$ cat config.mk
export PLATFORM = sky130hd
export DESIGN_NAME = mbus_addr_rf_bank
export DESIGN_NICKNAME = d
export VERILOG_FILES = /design/src/rtl/mbus_addr_rf_bank_pkg.sv /design/src/rtl/mbus_addr_rf_bank_match.sv /design/src/rtl/mbus_addr_rf_bank.sv
export SDC_FILE = /design/constraint.sdc
export NUM_CORES = 1
export LEC_CHECK = 0
export CORE_MARGIN = 3
export CORE_UTILIZATION = 30
export DETAILED_ROUTE_END_ITERATION = 16
export GPL_TIMING_DRIVEN = 1
export PLACE_DENSITY_LB_ADDON = 0.15
export SETUP_SLACK_MARGIN = 0.05
export SLEW_MARGIN = 10
export SYNTH_ARGS = -nofsm -noshare
export SYNTH_HDL_FRONTEND = slang
export SYNTH_SLANG_ARGS = --single-unit
$ cat constraint.sdc
create_clock -name CLK -period 7.09 [get_ports CLK]
set_input_delay 1.7725 -clock CLK [delete_from_list [all_inputs] [get_ports CLK]]
set_output_delay 1.7725 -clock CLK [all_outputs]
set_load 0.02 [all_outputs]
$ cat src/rtl/mbus_addr_rf_bank_pkg.sv
// Shared definitions for the MBus address register-file bank.
//
// Provides the default address width (`DYNA), the all-ones pattern used as
// the default "unassigned slot" value, the bank FSM state encoding and a
// helper that sizes slot-index fields.
//
// No ports (package).

`ifndef DYNA
`define DYNA 4
`endif

package mbus_addr_rf_bank_pkg;

  // Wide all-ones source; users slice it down to their address width.
  localparam logic [63:0] MBUS_INVALID_ADDR_ALL = '1;

  typedef enum logic [1:0] {
    ST_IDLE  = 2'd0,
    ST_WRITE = 2'd1,
    ST_SWEEP = 2'd2
  } mbus_state_e;

  // Width of a slot index; a one-slot bank still gets a 1-bit field.
  function automatic int mbus_slot_w(input int num_slots);
    return (num_slots > 1) ? $clog2(num_slots) : 1;
  endfunction

endpackage

$ cat src/rtl/mbus_addr_rf_bank_match.sv
// mbus_addr_match: combinational, valid-masked address comparator.
//
// Compares a key against every slot of a flattened address vector and
// reports whether any valid slot matches, plus the lowest matching index.
//
// Ports:
//   addr_vec   in   NUM_SLOTS*ADDR_W  slot i at [i*ADDR_W +: ADDR_W]
//   valid_vec  in   NUM_SLOTS         per-slot valid flag
//   key        in   ADDR_W            address to search for
//   hit        out  1                 some valid slot equals key
//   hit_idx    out  SLOT_W            lowest matching index (0 on miss)

module mbus_addr_match #(
  parameter int NUM_SLOTS = 4,
  parameter int ADDR_W    = 4,
  parameter int SLOT_W    = 2
) (
  input  logic [NUM_SLOTS*ADDR_W-1:0] addr_vec,
  input  logic [NUM_SLOTS-1:0]        valid_vec,
  input  logic [ADDR_W-1:0]           key,
  output logic                        hit,
  output logic [SLOT_W-1:0]           hit_idx
);

  // Scan from the top down so the lowest matching index is the last write.
  always_comb begin
    hit     = 1'b0;
    hit_idx = '0;
    for (int i = NUM_SLOTS - 1; i >= 0; i--) begin
      if (valid_vec[i] && (addr_vec[i*ADDR_W +: ADDR_W] == key)) begin
        hit     = 1'b1;
        hit_idx = SLOT_W'(i);
      end
    end
  end

endmodule

$ cat src/rtl/mbus_addr_rf_bank.sv
// mbus_addr_rf_bank: bank of assignable MBus addresses with write, clear,
// clear-all sweep and a registered lookup port.
//
// Ports:
//   CLK                          in   1        sole clock, rising edge
//   RESET                        in   1        synchronous, active-high reset
//   RELEASE_ISO_FROM_SLEEP_CTRL  in   1        1 = isolation, updates blocked
//   WR_REQ / WR_SLOT / WR_ADDR   in            write request (held to WR_ACK)
//   WR_ACK / WR_ERR              out  1        write done pulse / rejected
//   CLR_REQ / CLR_ALL / CLR_SLOT in            clear request (held to CLR_ACK)
//   CLR_ACK                      out  1        clear done pulse
//   LOOKUP_VALID / LOOKUP_ADDR   in            lookup strobe and key
//   HIT / HIT_SLOT               out           registered lookup result
//   ADDR_OUT                     out  N*AW     all slots, slot i at [i*AW +: AW]
//   ADDR_VALID                   out  N        per-slot valid flags
//   BUSY                         out  1        FSM not idle
//
// state  | meaning
// IDLE   | accepting requests when not isolated; single clears finish here
// WRITE  | first cycle: commit or reject the write; second cycle: WR_ACK high
// SWEEP  | clearing one slot per cycle, index from the sweep counter

module mbus_addr_rf_bank
  import mbus_addr_rf_bank_pkg::*;
#(
  parameter  int                NUM_SLOTS    = 4,
  parameter  int                ADDR_W       = `DYNA,
  parameter  logic [ADDR_W-1:0] INVALID_ADDR = MBUS_INVALID_ADDR_ALL[ADDR_W-1:0],
  localparam int                SLOT_W       = mbus_slot_w(NUM_SLOTS)
) (
  input  logic                        CLK,
  input  logic                        RESET,
  input  logic                        RELEASE_ISO_FROM_SLEEP_CTRL,
  input  logic                        WR_REQ,
  input  logic [SLOT_W-1:0]           WR_SLOT,
  input  logic [ADDR_W-1:0]           WR_ADDR,
  output logic                        WR_ACK,
  output logic                        WR_ERR,
  input  logic                        CLR_REQ,
  input  logic                        CLR_ALL,
  input  logic [SLOT_W-1:0]           CLR_SLOT,
  output logic                        CLR_ACK,
  input  logic                        LOOKUP_VALID,
  input  logic [ADDR_W-1:0]           LOOKUP_ADDR,
  output logic                        HIT,
  output logic [SLOT_W-1:0]           HIT_SLOT,
  output logic [NUM_SLOTS*ADDR_W-1:0] ADDR_OUT,
  output logic [NUM_SLOTS-1:0]        ADDR_VALID,
  output logic                        BUSY
);

  localparam logic [SLOT_W-1:0] LAST_SLOT = SLOT_W'(NUM_SLOTS - 1);

  mbus_state_e                 state_q, state_d;
  logic [SLOT_W-1:0]           cnt_q, cnt_d;
  logic [NUM_SLOTS*ADDR_W-1:0] addr_q, addr_d;
  logic [NUM_SLOTS-1:0]        valid_q, valid_d;
  logic                        wr_ack_q, wr_ack_d;
  logic                        wr_err_q, wr_err_d;
  logic                        clr_ack_q, clr_ack_d;
  logic                        hit_q, hit_d;
  logic [SLOT_W-1:0]           hit_slot_q, hit_slot_d;

  logic                        iso;
  logic                        sweep_ack;
  logic                        wr_slot_ok;
  logic                        clr_slot_ok;
  logic                        wr_reject;
  logic                        dup_hit;
  logic [SLOT_W-1:0]           dup_idx;
  logic                        lk_hit;
  logic [SLOT_W-1:0]           lk_idx;

  assign iso         = RELEASE_ISO_FROM_SLEEP_CTRL;
  assign wr_slot_ok  = (int'(WR_SLOT) < NUM_SLOTS);
  assign clr_slot_ok = (int'(CLR_SLOT) < NUM_SLOTS);

  // Lookup port: always compares against the current (pre-update) contents.
  mbus_addr_match #(
    .NUM_SLOTS (NUM_SLOTS),
    .ADDR_W    (ADDR_W),
    .SLOT_W    (SLOT_W)
  ) u_lookup_match (
    .addr_vec  (addr_q),
    .valid_vec (valid_q),
    .key       (LOOKUP_ADDR),
    .hit       (lk_hit),
    .hit_idx   (lk_idx)
  );

  // Duplicate check for writes. Valid addresses are kept pairwise distinct
  // (every accepted write passes this check), so a hit names the single
  // slot holding WR_ADDR; a hit on the target slot itself is a harmless
  // rewrite.
  mbus_addr_match #(
    .NUM_SLOTS (NUM_SLOTS),
    .ADDR_W    (ADDR_W),
    .SLOT_W    (SLOT_W)
  ) u_dup_match (
    .addr_vec  (addr_q),
    .valid_vec (valid_q),
    .key       (WR_ADDR),
    .hit       (dup_hit),
    .hit_idx   (dup_idx)
  );

  assign wr_reject = !wr_slot_ok
                  || (WR_ADDR == INVALID_ADDR)
                  || (dup_hit && (dup_idx != WR_SLOT));

  always_comb begin
    state_d   = state_q;
    cnt_d     = cnt_q;
    addr_d    = addr_q;
    valid_d   = valid_q;
    wr_ack_d  = 1'b0;
    wr_err_d  = 1'b0;
    clr_ack_d = 1'b0;
    sweep_ack = 1'b0;

    case (state_q)
      ST_IDLE: begin
        // While the single-clear ack is showing, CLR_REQ is still the old
        // request; ignoring it keeps CLR_ACK to a one-cycle pulse.
        if (!iso) begin
          if (CLR_REQ && !clr_ack_q) begin
            if (CLR_ALL) begin
              state_d = ST_SWEEP;
              cnt_d   = '0;
            end else begin
              if (clr_slot_ok) begin
                addr_d[CLR_SLOT*ADDR_W +: ADDR_W] = INVALID_ADDR;
                valid_d[CLR_SLOT]                 = 1'b0;
              end
              clr_ack_d = 1'b1;
            end
          end else if (WR_REQ) begin
            state_d = ST_WRITE;
          end
        end
      end

      ST_WRITE: begin
        // Isolation is deliberately ignored here so an accepted write
        // always completes.
        if (!wr_ack_q) begin
          wr_ack_d = 1'b1;
          if (wr_reject) begin
            wr_err_d = 1'b1;
          end else begin
            addr_d[WR_SLOT*ADDR_W +: ADDR_W] = WR_ADDR;
            valid_d[WR_SLOT]                 = 1'b1;
          end
        end else begin
          state_d = ST_IDLE;
        end
      end

      ST_SWEEP: begin
        if (!iso) begin
          addr_d[cnt_q*ADDR_W +: ADDR_W] = INVALID_ADDR;
          valid_d[cnt_q]                 = 1'b0;
          if (cnt_q == LAST_SLOT) begin
            sweep_ack = !RESET;
            state_d   = ST_IDLE;
            cnt_d     = '0;
          end else begin
            cnt_d = cnt_q + SLOT_W'(1);
          end
        end
      end

      default: begin
        state_d = ST_IDLE;
        cnt_d   = '0;
      end
    endcase
  end

  always_comb begin
    hit_d      = LOOKUP_VALID && lk_hit;
    hit_slot_d = '0;
    if (hit_d) begin
      hit_slot_d = lk_idx;
    end
  end

  always_ff @(posedge CLK) begin
    if (RESET) begin
      state_q    <= ST_IDLE;
      cnt_q      <= '0;
      addr_q     <= {NUM_SLOTS{INVALID_ADDR}};
      valid_q    <= '0;
      wr_ack_q   <= 1'b0;
      wr_err_q   <= 1'b0;
      clr_ack_q  <= 1'b0;
      hit_q      <= 1'b0;
      hit_slot_q <= '0;
    end else begin
      state_q    <= state_d;
      cnt_q      <= cnt_d;
      addr_q     <= addr_d;
      valid_q    <= valid_d;
      wr_ack_q   <= wr_ack_d;
      wr_err_q   <= wr_err_d;
      clr_ack_q  <= clr_ack_d;
      hit_q      <= hit_d;
      hit_slot_q <= hit_slot_d;
    end
  end

  // The sweep ack is raised during the cycle whose closing edge clears the
  // last slot, so it lines up with that slot rather than trailing it.
  assign WR_ACK     = wr_ack_q;
  assign WR_ERR     = wr_err_q;
  assign CLR_ACK    = clr_ack_q | sweep_ack;
  assign HIT        = hit_q;
  assign HIT_SLOT   = hit_slot_q;
  assign ADDR_OUT   = addr_q;
  assign ADDR_VALID = valid_q;
  assign BUSY       = (state_q != ST_IDLE);

endmodule

==> results.ini <==
[timing]
maxSlewViolCount=0
finalCritPeriodShare_pct=73.7
rsz0062_at_grt=no
skew_ns=0.00643
fin_tns_setup_ns=0
final_hold_viol_count=0
worst_pin_slew_ns=0.916
fmax_mhz=191
setup_violations=0
max_slew_margin_pct=39.0
period_needed_ns=5.22

[worst_setup_path]
cp_cell_sequence=clkdlybuf4s50_1, buf_4, inv_1, a41o_1, clkdlybuf4s50_1
crit_family=buffers and inverters
crit_slowest_cell=clkdlybuf4s50_1
crit_top_cell=clkdlybuf4s50_1
crit_arrival_ns=3.45
cp_slowest_stage_delay_ns=0.53
start_kind=input pin
crit_fanout=19
critical_path_buf_inv_count=4
cp-end-kind=output pin
setup.worst_path.class=input pin to output pin
cp_data_required_time_ns=5.32

[outcome]
status=finished clean

[logic_synthesis]
postSynth.asyncResetShare_pct=0
syn_inst=299
synthFlopType=dfxtp_1
ys_ff_latch=30
yosysSeqAreaShare_pct=25.8
netlist_area_mm2=0.00233
yosys_warnings=0
synth_top_area_cell=dfxtp_1
synth_area_per_cell_um2=7.79
synth_cell_types=53
synth.area.top_cells=dfxtp_1 26%, ha_1 8.1%, xor2_1 6.8%
synth_top_area_share_pct=25.8
synth_edf_count=0
syn_nets=333

[layout]
instances_no_fill=438
nNetsFinal=372
nFillCells=768
drive_gt1_share_pct=5.60
antennaDiodeCount=0
syn_to_final_growth_pct=26.9

[detailed_routing]
totalWireLength_mm=7.15
routedWlPerCell_um=16.3
viasPerCell=5.32
drc=0
drtIter0Drc=159
dr.pass1.iters=4
via_count=2332
antenna_left=0

[cts]
ctsLongestPathBuffers=2
cts_buffers=5
cts_tree=yes
path_clk_slew_ns=0.07
postCtsSetupBuffers=0
post_cts_resized=0
insertion_delay_ns=0.29
root_buffer=clkbuf_8
cts_hold_buf=0
h-tree-depth=2
cts.sinks=30

[grt]
grt_pass1_wl_mm=11.4
track_usage_pct=16.6
grt_antenna_before_repair=0
grt_max_degree=27
grt_pass1_vias=2168
grt_remaining_overflow=0

[floorplanning]
die_w_um=94.1
core_area_mm2=0.00741
die_area_mm2=0.00885
fp-row-count=31
start_util_pct=31.4
die_h_um=94.1
num_io_pins=46

[power_and_ir_drop]
vdd_ir_drop_max_v=0.0000823
power.leakage_uw=0.00110
power_density_mw_per_mm2=253

[place]
hpwlAfterDp_mm=5.46
dp.cells=430
place_congestion=0.863
io_buffers=45

[flow_run]
cap_violations=0

[worst_hold_path]
hold_path.class=flop to flop

-- cell usage in the layout, fill, tap and decap left out, types with 4 or more instances in the layout --
master / instances
a211oi_1: 10
a21oi_1: 26
a31oi_1: 8
clkbuf_8: 5
clkdlybuf4s50_1: 45
dfxtp_1: 30
ha_1: 15
inv_1: 26
nand2_1: 29
nor2_1: 19
nor3_1: 10
nor4_1: 6
o21ai_0: 13
o31ai_1: 4
xnor2_1: 14
xor2_1: 18
-- sequential cells by signal, indices dropped and copies added, names as in the netlist --
register,count
ADDR_OUT,16
ADDR_VALID,4
HIT_SLOT,2
cnt_q,2
state_q,2
HIT,1
WR_ACK,1
WR_ERR,1
clr_ack_q,1
-- cells in the mapped netlist (all sizes together), types with 2 or more instances --
master    n
o21bai    2
a21oi    26
o21ai    15
clkbuf   12
xor2     18
nand3     3
dfxtp    30
nand2b    3
ha       15
o22ai     2
a21o      3
a2111oi   4
inv      26
or4       2
nor2b     3
buf       2
a32o      2
a211oi   11
nor3b     2
or3       4
nor3     10
o2111ai   3
o31ai     4
nor4      6
xnor2    14
a31oi     8
nor2     19
o41ai     2
nand2    30
or4b      2
-- layout make-up --
cell class	count	area, µm²	share of cell area [%]
Clock buffer	5	68.8	2.33
Clock inverter	3	40.0	1.35
Timing Repair Buffer	46	458	15.5
Inverter	26	97.6	3.30
Tap cell	99	124	4.19
Sequential cell	30	601	20.3
Multi-Input combinational cell	229	1570	53.0
-- power breakdown --
part / internal (µW) / leakage, µW / switching [µW]
registers: 192 / 0.000244 / 40.3
clock network: 103 / 0.0000579 / 71.5
logic: 139 / 0.000798 / 201
-- per-layer routing --
| layer | wire length, µm | up-vias | track usage (%) | share of wire [%] |
|---|---|---|---|---|
| met4 | 163 | 0 | 6.50 | 2.3 |
| met5 | 0 | - | 0 | 0 |
| met2 | 3070 | 95 | 24.9 | 43 |
| li1 | - | 1152 | - | - |
| met1 | 3340 | 1072 | 23.1 | 47 |
| met3 | 576 | 13 | 3.29 | 8.1 |
-- path summary, 6_finish.rpt --
path | slack [ns] | end | depth (start not counted) | start
max | 1.87 | CLR_ACK | 5 | RESET
min | 0.53 | cnt_q[0] | 2 | cnt_q[0]
max reg2reg | 3.79 | ADDR_OUT[13] | 9 | state_q[0]
min reg2reg | 0.53 | cnt_q[0] | 2 | cnt_q[0]
-- through the flow --
step	hold slack [ns]	area [µm²]	setup WS, ns	util [%]	power [µW]
2_1_floorplan	0.478	2330	2.84	-	465
3_3_place_gp	0.515	2850	1.87	38.4	571
3_5_place_dp	0.516	2850	1.87	38.4	573
4_1_cts	0.526	2960	1.85	39.9	750
5_1_grt	0.572	2960	1.79	39.9	795
6_report	0.529	2960	1.87	39.9	747
-- logic make-up (layout without fill, tap and decap cells) --
kind of cell,count (synthesis),in the layout,synth area share (%)
flops,30,30,25.8
xor+xnor,32,32,12.0
simple gates,88,88,18.8
mux,1,1,0.430
buf+inv,40,80,6.93
fa+ha+maj,15,15,8.06
compound gates,93,93,27.9
-- tightest hold or removal path, cell delays in order (launching register included) --
cell and delay (ns):
dfxtp_1 0.35, nand2_1 0.07, a21oi_1 0.06
(Power assumes the default switching activity.)
